<file path="config.mk">
export PLATFORM = sky130hd
export DESIGN_NAME = lightcube_scan_ctrl_flat
export DESIGN_NICKNAME = d
export VERILOG_FILES = /design/src/rtl/lightcube_pkg.sv /design/src/rtl/lightcube_scan_ctrl_if.sv /design/src/rtl/lightcube_cycle_timer.sv /design/src/rtl/lightcube_scan_ctrl.sv /design/src/flat_wrapper.sv
export SDC_FILE = /design/constraint.sdc
export NUM_CORES = 1
export LEC_CHECK = 0
export CAP_MARGIN = 20
export CORE_MARGIN = 10
export CORE_UTILIZATION = 35
export CTS_BUF_LIST = sky130_fd_sc_hd__clkbuf_8
export CTS_CLUSTER_SIZE = 20
export DETAILED_ROUTE_END_ITERATION = 6
export PLACE_DENSITY = 0.6
export SETUP_SLACK_MARGIN = 0.5
export SLEW_MARGIN = 20
export SYNTH_ARGS = -nofsm -noshare
export SYNTH_HDL_FRONTEND = slang
export SYNTH_HIERARCHICAL = 1
export SYNTH_SLANG_ARGS = --single-unit
</file>
<file path="constraint.sdc">
create_clock -name clk -period 4.5 [get_ports clk]
set_input_delay 0.45 -clock clk [delete_from_list [all_inputs] [get_ports clk]]
set_output_delay 0.45 -clock clk [all_outputs]
set_load 0.02 [all_outputs]
</file>
<file path="src/rtl/lightcube_pkg.sv">
// Shared constants, state encoding and sizing helper for the light cube scan sequencer.
// States are plain 3-bit constants so older code that compares raw codes keeps working.
package lightcube_pkg;

    localparam int LAYERS = 8;
    localparam int ROWS   = 8;
    localparam int FB_AW  = 6;
    localparam int IDX_W  = 3;

    typedef logic [2:0] state_t;

    localparam logic [2:0] S_IDLE    = 3'd0;
    localparam logic [2:0] S_BLANK   = 3'd1;
    localparam logic [2:0] S_FETCH   = 3'd2;
    localparam logic [2:0] S_SETUP   = 3'd3;
    localparam logic [2:0] S_STROBE  = 3'd4;
    localparam logic [2:0] S_DISPLAY = 3'd5;

    // Largest of three cycle counts; sizes the shared phase timer.
    function automatic int max3(input int a, input int b, input int c);
        int m;
        m = a;
        if (b > m) m = b;
        if (c > m) m = c;
        return m;
    endfunction

endpackage

</file>
<file path="src/rtl/lightcube_scan_ctrl_if.sv">
// Frame buffer read port plus row/layer drive bus of the scan sequencer.
// The master side is the sequencer; the slave side is the buffer and pin wrapper.
interface lightcube_scan_ctrl_if;
    import lightcube_pkg::*;

    logic                 enable;
    logic                 rd_en;
    logic [FB_AW-1:0]     rd_addr;
    logic [7:0]           rd_data;
    logic [ROWS-1:0]      row;
    logic [ROWS-1:0]      row_cs;
    logic [LAYERS-1:0]    high_csn;
    logic [IDX_W-1:0]     cur_layer;
    logic                 frame_done;

    modport master (
        input  enable,
        input  rd_data,
        output rd_en,
        output rd_addr,
        output row,
        output row_cs,
        output high_csn,
        output cur_layer,
        output frame_done
    );

    modport slave (
        output enable,
        output rd_data,
        input  rd_en,
        input  rd_addr,
        input  row,
        input  row_cs,
        input  high_csn,
        input  cur_layer,
        input  frame_done
    );

endinterface

</file>
<file path="src/rtl/lightcube_cycle_timer.sv">
// Loadable down-counter; done is high while the count sits at zero.
// Loading N-1 on phase entry makes the phase last exactly N cycles.
module lightcube_cycle_timer #(
    parameter int W = 8
) (
    input  logic         clk,
    input  logic         reset,
    input  logic         load,
    input  logic [W-1:0] load_val,
    output logic         done
);

    logic [W-1:0] count_reg;

    always_ff @(posedge clk or posedge reset) begin
        if (reset) begin
            count_reg <= '0;
        end else if (load) begin
            count_reg <= load_val;
        end else if (count_reg != '0) begin
            count_reg <= count_reg - 1'b1;
        end
    end

    assign done = (count_reg == '0);

endmodule

</file>
<file path="src/rtl/lightcube_scan_ctrl.sv">
// Layer-multiplexed scan sequencer: blank, load eight row latches from the frame
// buffer, then light one layer for a fixed dwell. All outputs come straight from flops.
module lightcube_scan_ctrl #(
    parameter int BLANK_CYC  = 100,
    parameter int STROBE_CYC = 4,
    parameter int DWELL_CYC  = 100000
) (
    input  logic                  clk,
    input  logic                  reset,
    lightcube_scan_ctrl_if.master bus
);
    import lightcube_pkg::*;

    localparam int MAX_CYC = max3(BLANK_CYC, STROBE_CYC, DWELL_CYC);
    localparam int TW      = $clog2(MAX_CYC + 1);

    localparam logic [TW-1:0] BLANK_LD  = TW'(BLANK_CYC - 1);
    localparam logic [TW-1:0] STROBE_LD = TW'(STROBE_CYC - 1);
    localparam logic [TW-1:0] DWELL_LD  = TW'(DWELL_CYC - 1);

    localparam logic [IDX_W-1:0] LAST_ROW   = IDX_W'(ROWS - 1);
    localparam logic [IDX_W-1:0] LAST_LAYER = IDX_W'(LAYERS - 1);

    state_t               state_reg;
    logic [IDX_W-1:0]     layer_reg;
    logic [IDX_W-1:0]     row_idx_reg;
    logic                 rd_en_reg;
    logic [FB_AW-1:0]     rd_addr_reg;
    logic [ROWS-1:0]      row_reg;
    logic [ROWS-1:0]      row_cs_reg;
    logic [LAYERS-1:0]    high_csn_reg;
    logic                 frame_done_reg;

    logic                 timer_load;
    logic [TW-1:0]        timer_val;
    logic                 timer_done;

    logic [ROWS-1:0]      row_sel;
    logic [LAYERS-1:0]    layer_sel;

    // One-hot decodes of the current row and layer indices.
    genvar gi;
    generate
        for (gi = 0; gi < ROWS; gi++) begin : g_row_sel
            assign row_sel[gi] = (row_idx_reg == IDX_W'(gi));
        end
        for (gi = 0; gi < LAYERS; gi++) begin : g_layer_sel
            assign layer_sel[gi] = (layer_reg == IDX_W'(gi));
        end
    endgenerate

    // Timer is reloaded on entry to each timed phase.
    always_comb begin
        timer_load = 1'b0;
        timer_val  = BLANK_LD;
        if (bus.enable) begin
            case (state_reg)
                S_IDLE: begin
                    timer_load = 1'b1;
                    timer_val  = BLANK_LD;
                end
                S_SETUP: begin
                    timer_load = 1'b1;
                    timer_val  = STROBE_LD;
                end
                S_STROBE: begin
                    if (timer_done && (row_idx_reg == LAST_ROW)) begin
                        timer_load = 1'b1;
                        timer_val  = DWELL_LD;
                    end
                end
                S_DISPLAY: begin
                    if (timer_done) begin
                        timer_load = 1'b1;
                        timer_val  = BLANK_LD;
                    end
                end
                default: ;
            endcase
        end
    end

    lightcube_cycle_timer #(
        .W (TW)
    ) u_timer (
        .clk      (clk),
        .reset    (reset),
        .load     (timer_load),
        .load_val (timer_val),
        .done     (timer_done)
    );

    always_ff @(posedge clk or posedge reset) begin
        if (reset) begin
            state_reg      <= S_IDLE;
            layer_reg      <= '0;
            row_idx_reg    <= '0;
            rd_en_reg      <= 1'b0;
            rd_addr_reg    <= '0;
            row_reg        <= '0;
            row_cs_reg     <= '0;
            high_csn_reg   <= '1;
            frame_done_reg <= 1'b0;
        end else if (!bus.enable) begin
            // Abort from any state, mid-row or mid-dwell.
            state_reg      <= S_IDLE;
            layer_reg      <= '0;
            row_idx_reg    <= '0;
            rd_en_reg      <= 1'b0;
            rd_addr_reg    <= '0;
            row_reg        <= '0;
            row_cs_reg     <= '0;
            high_csn_reg   <= '1;
            frame_done_reg <= 1'b0;
        end else begin
            rd_en_reg      <= 1'b0;
            frame_done_reg <= 1'b0;
            case (state_reg)
                S_IDLE: begin
                    state_reg   <= S_BLANK;
                    layer_reg   <= '0;
                    row_idx_reg <= '0;
                end
                S_BLANK: begin
                    row_idx_reg <= '0;
                    if (timer_done) begin
                        state_reg   <= S_FETCH;
                        rd_en_reg   <= 1'b1;
                        rd_addr_reg <= {layer_reg, {IDX_W{1'b0}}};
                    end
                end
                S_FETCH: begin
                    state_reg <= S_SETUP;
                end
                S_SETUP: begin
                    // Row data and its strobe change together; the latch samples on the strobe's fall.
                    row_reg    <= bus.rd_data;
                    row_cs_reg <= row_sel;
                    state_reg  <= S_STROBE;
                end
                S_STROBE: begin
                    if (timer_done) begin
                        row_cs_reg <= '0;
                        if (row_idx_reg == LAST_ROW) begin
                            state_reg    <= S_DISPLAY;
                            high_csn_reg <= ~layer_sel;
                        end else begin
                            state_reg   <= S_FETCH;
                            row_idx_reg <= row_idx_reg + 3'd1;
                            rd_en_reg   <= 1'b1;
                            rd_addr_reg <= {layer_reg, row_idx_reg + 3'd1};
                        end
                    end
                end
                S_DISPLAY: begin
                    if (timer_done) begin
                        high_csn_reg <= '1;
                        state_reg    <= S_BLANK;
                        layer_reg    <= layer_reg + 3'd1;
                        if (layer_reg == LAST_LAYER) begin
                            frame_done_reg <= 1'b1;
                        end
                    end
                end
                default: begin
                    state_reg <= S_IDLE;
                end
            endcase
        end
    end

    assign bus.rd_en      = rd_en_reg;
    assign bus.rd_addr    = rd_addr_reg;
    assign bus.row        = row_reg;
    assign bus.row_cs     = row_cs_reg;
    assign bus.high_csn   = high_csn_reg;
    assign bus.cur_layer  = layer_reg;
    assign bus.frame_done = frame_done_reg;

endmodule
</file>
<file path="src/flat_wrapper.sv">
// flat-port wrapper written by rule: the top's interface ports become plain ports
module lightcube_scan_ctrl_flat import lightcube_pkg::*;
#(
    parameter int BLANK_CYC  = 100,
    parameter int STROBE_CYC = 4,
    parameter int DWELL_CYC  = 100000
)
  (clk, reset, bus_enable, bus_rd_data, bus_rd_en, bus_rd_addr, bus_row, bus_row_cs, bus_high_csn, bus_cur_layer, bus_frame_done);
  lightcube_scan_ctrl_if bus_i ();
  input  logic clk;
  input  logic reset;
  input wire logic [$bits(bus_i.enable)-1:0] bus_enable;
  input wire logic [$bits(bus_i.rd_data)-1:0] bus_rd_data;
  output wire logic [$bits(bus_i.rd_en)-1:0] bus_rd_en;
  output wire logic [$bits(bus_i.rd_addr)-1:0] bus_rd_addr;
  output wire logic [$bits(bus_i.row)-1:0] bus_row;
  output wire logic [$bits(bus_i.row_cs)-1:0] bus_row_cs;
  output wire logic [$bits(bus_i.high_csn)-1:0] bus_high_csn;
  output wire logic [$bits(bus_i.cur_layer)-1:0] bus_cur_layer;
  output wire logic [$bits(bus_i.frame_done)-1:0] bus_frame_done;
  assign bus_i.enable = bus_enable;
  assign bus_i.rd_data = bus_rd_data;
  assign bus_rd_en = bus_i.rd_en;
  assign bus_rd_addr = bus_i.rd_addr;
  assign bus_row = bus_i.row;
  assign bus_row_cs = bus_i.row_cs;
  assign bus_high_csn = bus_i.high_csn;
  assign bus_cur_layer = bus_i.cur_layer;
  assign bus_frame_done = bus_i.frame_done;
  lightcube_scan_ctrl #(.BLANK_CYC(BLANK_CYC), .STROBE_CYC(STROBE_CYC), .DWELL_CYC(DWELL_CYC)) u_core (.clk(clk), .reset(reset), .bus(bus_i));
endmodule
</file>
---- Yosys cells after proc, flatten, opt, wreduce, memory -nomap -nowiden ----
Index checks and enable logic that the tools add are counted.
operators by class
  add/sub/neg operators ................... 3
  eq/ne operators ......................... 30
  mux-type cells .......................... 45
  bitwise operators ....................... 1
  reduce and logical (&&, ||, !) cells .... 15
operators by type and width
  operator                 number
  $mux W17                 4
  $mux W8                  8
  $pmux W17 S2             1
  $pmux W8 S2              2
  $eq A3 B3 Y1 const B     10
  $mux W3                  10
  $mux W6                  4
  $eq A3 B2 Y1 const B     6
  $pmux W3 S6              1
  $logic_not A17 Y1        1
  $reduce_bool A17 Y1      1
  $sub A17 B1 Y17 const B  1
  $ne A3 B2 Y1 const B     5
  $ne A3 B1 Y1 const B     4
  $pmux W3 S2              2
  $pmux W6 S2              1
  $mux W1                  10
  $eq A3 B1 Y1 const B     3
  $logic_not A3 Y1         3
  $not A8 Y8               1
  $reduce_and A4 Y1        2
  $add A3 B1 Y3 const B    2
  $reduce_and A3 Y1        2
  $reduce_and A2 Y1        2
  7 further kinds          8
storage, ports and cells
  register bits ........................... 58
  output and inout port bits .............. 35

---- Logic depth before layout (Yosys ltp) ----
  depth in word-level cells ............... 6
  mapped depth ............................ 13
  depth with buffers taken out ............ 10

---- Modules after synthesis ----
The synthesis kept the hierarchy.
modules (own cells, without submodules)
  module                 times used  cells an instance  area an instance (µm²)
  lightcube_scan_ctrl    1           223                2,207.1
  lightcube_cycle_timer  1           109                1,062.3

---- Least setup slack after synthesis ----
No wires, ideal clock.
  path type ............................... reg2reg
  start ................................... register u_core.u_timer.count_reg[0]
  end ..................................... register u_core.u_timer.count_reg[2]
  arrival ................................. 3.066 ns
  data required time ...................... 4.404 ns
  slack ................................... 1.338 ns
  cell stages (with the launch flop) ...... 14
  period minus slack after synthesis ...... 3.162 ns
  path through ............................ dfrtp_1 > inv_1 > ha_1 > nor4b_2 > nand4_1 > clkinv_1 > clkbuf_1 > nand2_1 > a211o_1 > a21boi_0 > clkbuf_1 > clkbuf_1 > nand2_1 > o31ai_1
on the way
  longest elaborated chain between the ends .. 6
  elaborated cells between the ends (all ways) .. 14
  classes of those cells .................. add/sub: 1; mux: 9; reduce/logical: 4
RTL lines
  element                                                RTL line                     source
  start, declared                                        lightcube_cycle_timer.sv:13  logic [W-1:0] count_reg;
  start signal, assigned                                 lightcube_cycle_timer.sv:19  count_reg <= load_val;
  start signal, assigned                                 lightcube_cycle_timer.sv:21  count_reg <= count_reg - 1'b1;
  $logic_not A17 Y1 *                                    lightcube_cycle_timer.sv:25  assign done = (count_reg == '0);
  via u_core.timer_done                                  lightcube_scan_ctrl.sv:36    logic timer_done;
  $logic_and A1 B1 Y1                                    lightcube_scan_ctrl.sv:67    if (timer_done && (row_idx_reg == LAST_ROW)) begin
  $mux W1                                                lightcube_scan_ctrl.sv:67
  $pmux W1 S3 *                                          lightcube_scan_ctrl.sv:57    case (state_reg)
  $mux W1 *                                              lightcube_scan_ctrl.sv:56    if (bus.enable) begin
  via u_core.timer_load                                  lightcube_scan_ctrl.sv:34    logic timer_load;
  $mux W17 / $reduce_bool A2 Y1 (equally long branches)  --
Mark *: on every way through the listed nets, which the timed path passes. The rest lies on a longest branch. The select of a mux whose other input is x is not followed.
A chain may end at the register's enable or synchronous reset.

---- Worst setup path after layout ----
  start ................................... register u_core.u_timer.count_reg[0]
  end ..................................... register u_core.u_timer.count_reg[5]
Same word-level chain as after synthesis.

==> impl_metrics.yaml <==
status:
  outcome: "completed"
placement:
  place.gp.congestion: 0.765
  dpl.hpwl_mm: 5.08
  dpl.cell_count: 474
  port-buffer-count: 45
clock_network:
  cts.clk_slew.worst_paths_ps: 70
  tritoncts: "done"
  clk_path_buf_depth: 2
  cts.sink_count: 58
  cts_hold_buf: 0
  cts_repair_resize_count: 0
  cts_root_buf: "clkbuf_8"
  worstSkewPairLatency_ps: 330
  htreeDepth: 3
  cts_setup_buffers: 0
  numCtsBuffers: 9
global_routing:
  gr-usage-all-layers_pct: 11.3
  grt_use_met2_pct: 17.5
  busiest_layer: "met2"
  grt_max_degree: 49
  met3_usage_pct: 4.16
  gr-total-overflow: 0
  antenna_found_initial: 0
  grtUsageMet1_pct: 14.1
  grt_pass1_vias: 2535
  grt_first_pass_wirelength_mm: 12.4
drt:
  first_iter_violations: 103
  vias: 2524
  firstDrtPassIters: 4
  wl_mm: 7.21
  wl_per_cell_um: 14.7
  vias_per_cell: 5.15
  route.detailed.drc: 0
  ant_nets: 0
logic_synthesis:
  async_flop_share_pct: 100
  syn_inst: 332
  syn-cell-area_mm2: 0.00327
  dominantRegCellSynth: "dfrtp_1"
  synth-edff-count: 0
  yosysSeqAreaShare_pct: 44.7
  yosysUniqueCellTypes: 58
  synth_area_per_cell_um2: 9.85
  yosysWarningCount: 6
  ys_seq_elements: 58
cells_and_area:
  fill_cells: 867
  largest_reg_flops: 17
  fin_nets: 399
  drive_gt1_share_pct: 11.9
  syn2layout_area_growth_pct: 21.9
  fin_cells: 490
  num_antenna_cells: 0
power_and_ir_drop:
  vdd_drop_max_uv: 154
  leakage_nw: 1.68
  p_per_area_mw_per_mm2: 329
  power_mw: 1.31
setup_path:
  crit_chain: "inv_1, ha_1, nor4b_2, nand4_1, clkinv_1, and3b_1, o21ai_0, a21boi_1, buf_4, nor2_1, a22o_1"
  cp.required_ps: 4720
  worstSetupStartpointType: "flop"
  crit_path_top_delay_cell: "nor4b_2"
  worstSetupPathType: "flop to flop"
  critPathTopFamily: "simple AND/OR/NAND/NOR gates"
  path_max_fanout: 30
  end_kind: "flop"
  max_stage_delay_ps: 430
  crit_buf_inv: 3
  arrival_ps: 3520
sta:
  skew_ps: 8.53
  hold_viol: 0
  setup_viol: 0
  slew_violations: 0
  fin_tns_setup_ps: 0
  slew_headroom_pct: 35.1
  period_minus_slack_ps: 3300
  fin_crit_sh_pct: 73.3
  tightest_slew_ps: 967
  timing.fmax_mhz: 303
  rsz0062_at_grt: "false"
floorplanning:
  core-area_mm2: 0.00915
  die_w_um: 117
  num_rows: 35
  start_util_pct: 35.7
  io_pins: 46
  floorplan.die_area_mm2: 0.0136
  fp.dieH_um: 117
run:
  maxCapViolations: 0
min_path:
  min_path_type: "flop to flop"
## cell type report
type                       instances  area, um^2  area share [%]
sequential                        58        1460            36.7
timing repair buffer              48         473            11.9
inverter                          20        75.1            1.88
multi-input combinational        237        1650            41.4
tap                              111         139            3.49
clock inverter                     7        61.3            1.54
clock buffer                       9         124            3.11
## through the flow
stage               cell area (um^2)  setup WS (ps)  hold WS [ps]  util, %
floorplan                       3290           1340           376        -
global placement                3800           1400           494     41.5
detailed placement              3800           1250           500     41.5
CTS                             3980           1240           515     43.5
global route                    3980            834           535     43.5
finish                          3980           1200           513     43.5
## worst paths after layout
check | from | to | cells past startpoint | slack, ps
setup / recovery | u_core/u_timer/count_reg[0]$_DFFE_PP0P_ | u_core/u_timer/count_reg[5]$_DFFE_PP0P_ | 11 | 1200
max in group asynchronous | reset | u_core/bus.high_csn[7]$_DFFE_PP1P_ | 3 | 3540
min in group asynchronous | reset | u_core/u_timer/count_reg[11]$_DFFE_PP0P_ | 2 | 540
hold reg to reg | u_core/bus.row_cs[7]$_DFFE_PP0P_ | u_core/bus.row_cs[7]$_DFFE_PP0P_ | 1 | 510
setup reg to reg | u_core/u_timer/count_reg[0]$_DFFE_PP0P_ | u_core/u_timer/count_reg[5]$_DFFE_PP0P_ | 11 | 1200
hold / removal | u_core/bus.row_cs[7]$_DFFE_PP0P_ | u_core/bus.row_cs[7]$_DFFE_PP0P_ | 1 | 510
## layout by cell type, fill, tap and decap left out, drive strengths merged, types with 4 or more instances in the layout
master,netlist,routed
mux2,6,6
clkbuf,15,9
ha,14,14
a22o,4,4
inv,19,20
nor4,14,14
nor2,10,10
mux2i,14,14
nor3,7,7
and4,4,4
dfrtp,50,50
xnor2,6,6
nand4,6,6
nand2,33,33
o31ai,5,5
clkdlybuf4s50,0,45
a21oi,12,12
clkinv,1,5
nand2b,5,5
o21ai,20,20
a21boi,13,13
nand3,13,13
conb,2,7
dfstp,8,8
## cell usage after synthesis, types with 4 or more instances
cell type | count | area share, %
and4_1 | 4 | 1.1
a21oi_1 | 12 | 1.8
nor4_1 | 10 | 1.9
nor2_1 | 10 | 1.1
a22o_1 | 4 | 1.1
o31ai_1 | 4 | 0.92
inv_1 | 19 | 2.2
xnor2_1 | 6 | 1.6
clkbuf_1 | 15 | 1.7
nand4_1 | 6 | 1.1
mux2_2 | 6 | 2.1
mux2i_1 | 14 | 4.3
nand2b_1 | 5 | 0.96
a21boi_0 | 13 | 3.0
o21ai_0 | 18 | 2.8
nand3_1 | 13 | 2.0
dfrtp_1 | 50 | 38
dfstp_2 | 8 | 6.4
nor3_1 | 7 | 1.1
ha_1 | 14 | 5.4
nand2_1 | 33 | 3.8
## power breakdown
part / internal, mW / switching (mW) / total, mW
Clock: 0.249 / 0.208 / 0.457
Sequential: 0.563 / 0.0668 / 0.630
Combinational: 0.105 / 0.120 / 0.225
## logic make-up (layout without fill, tap and decap cells)
family                     count (synthesis)  in the layout  synth area share, %
and+or+nand+nor                          118            118                 21.3
buffers and inverters                     42             84                 5.40
DFF                                       58             58                 44.7
xor gates and xnor gates                   9              9                 2.41
other                                      2              7                0.230
muxes                                     20             20                 6.35
adders and majority gates                 14             14                 5.36
AOI/OAI and AO/OA                         69             69                 14.2
## routing by layer
layer	routed length, um	part of all wire (%)
met1	3350	47
met2	3440	48
met3	334	4.6
met4	79	1.1
met5	0	0
Power figures use the tool's default switching activity.
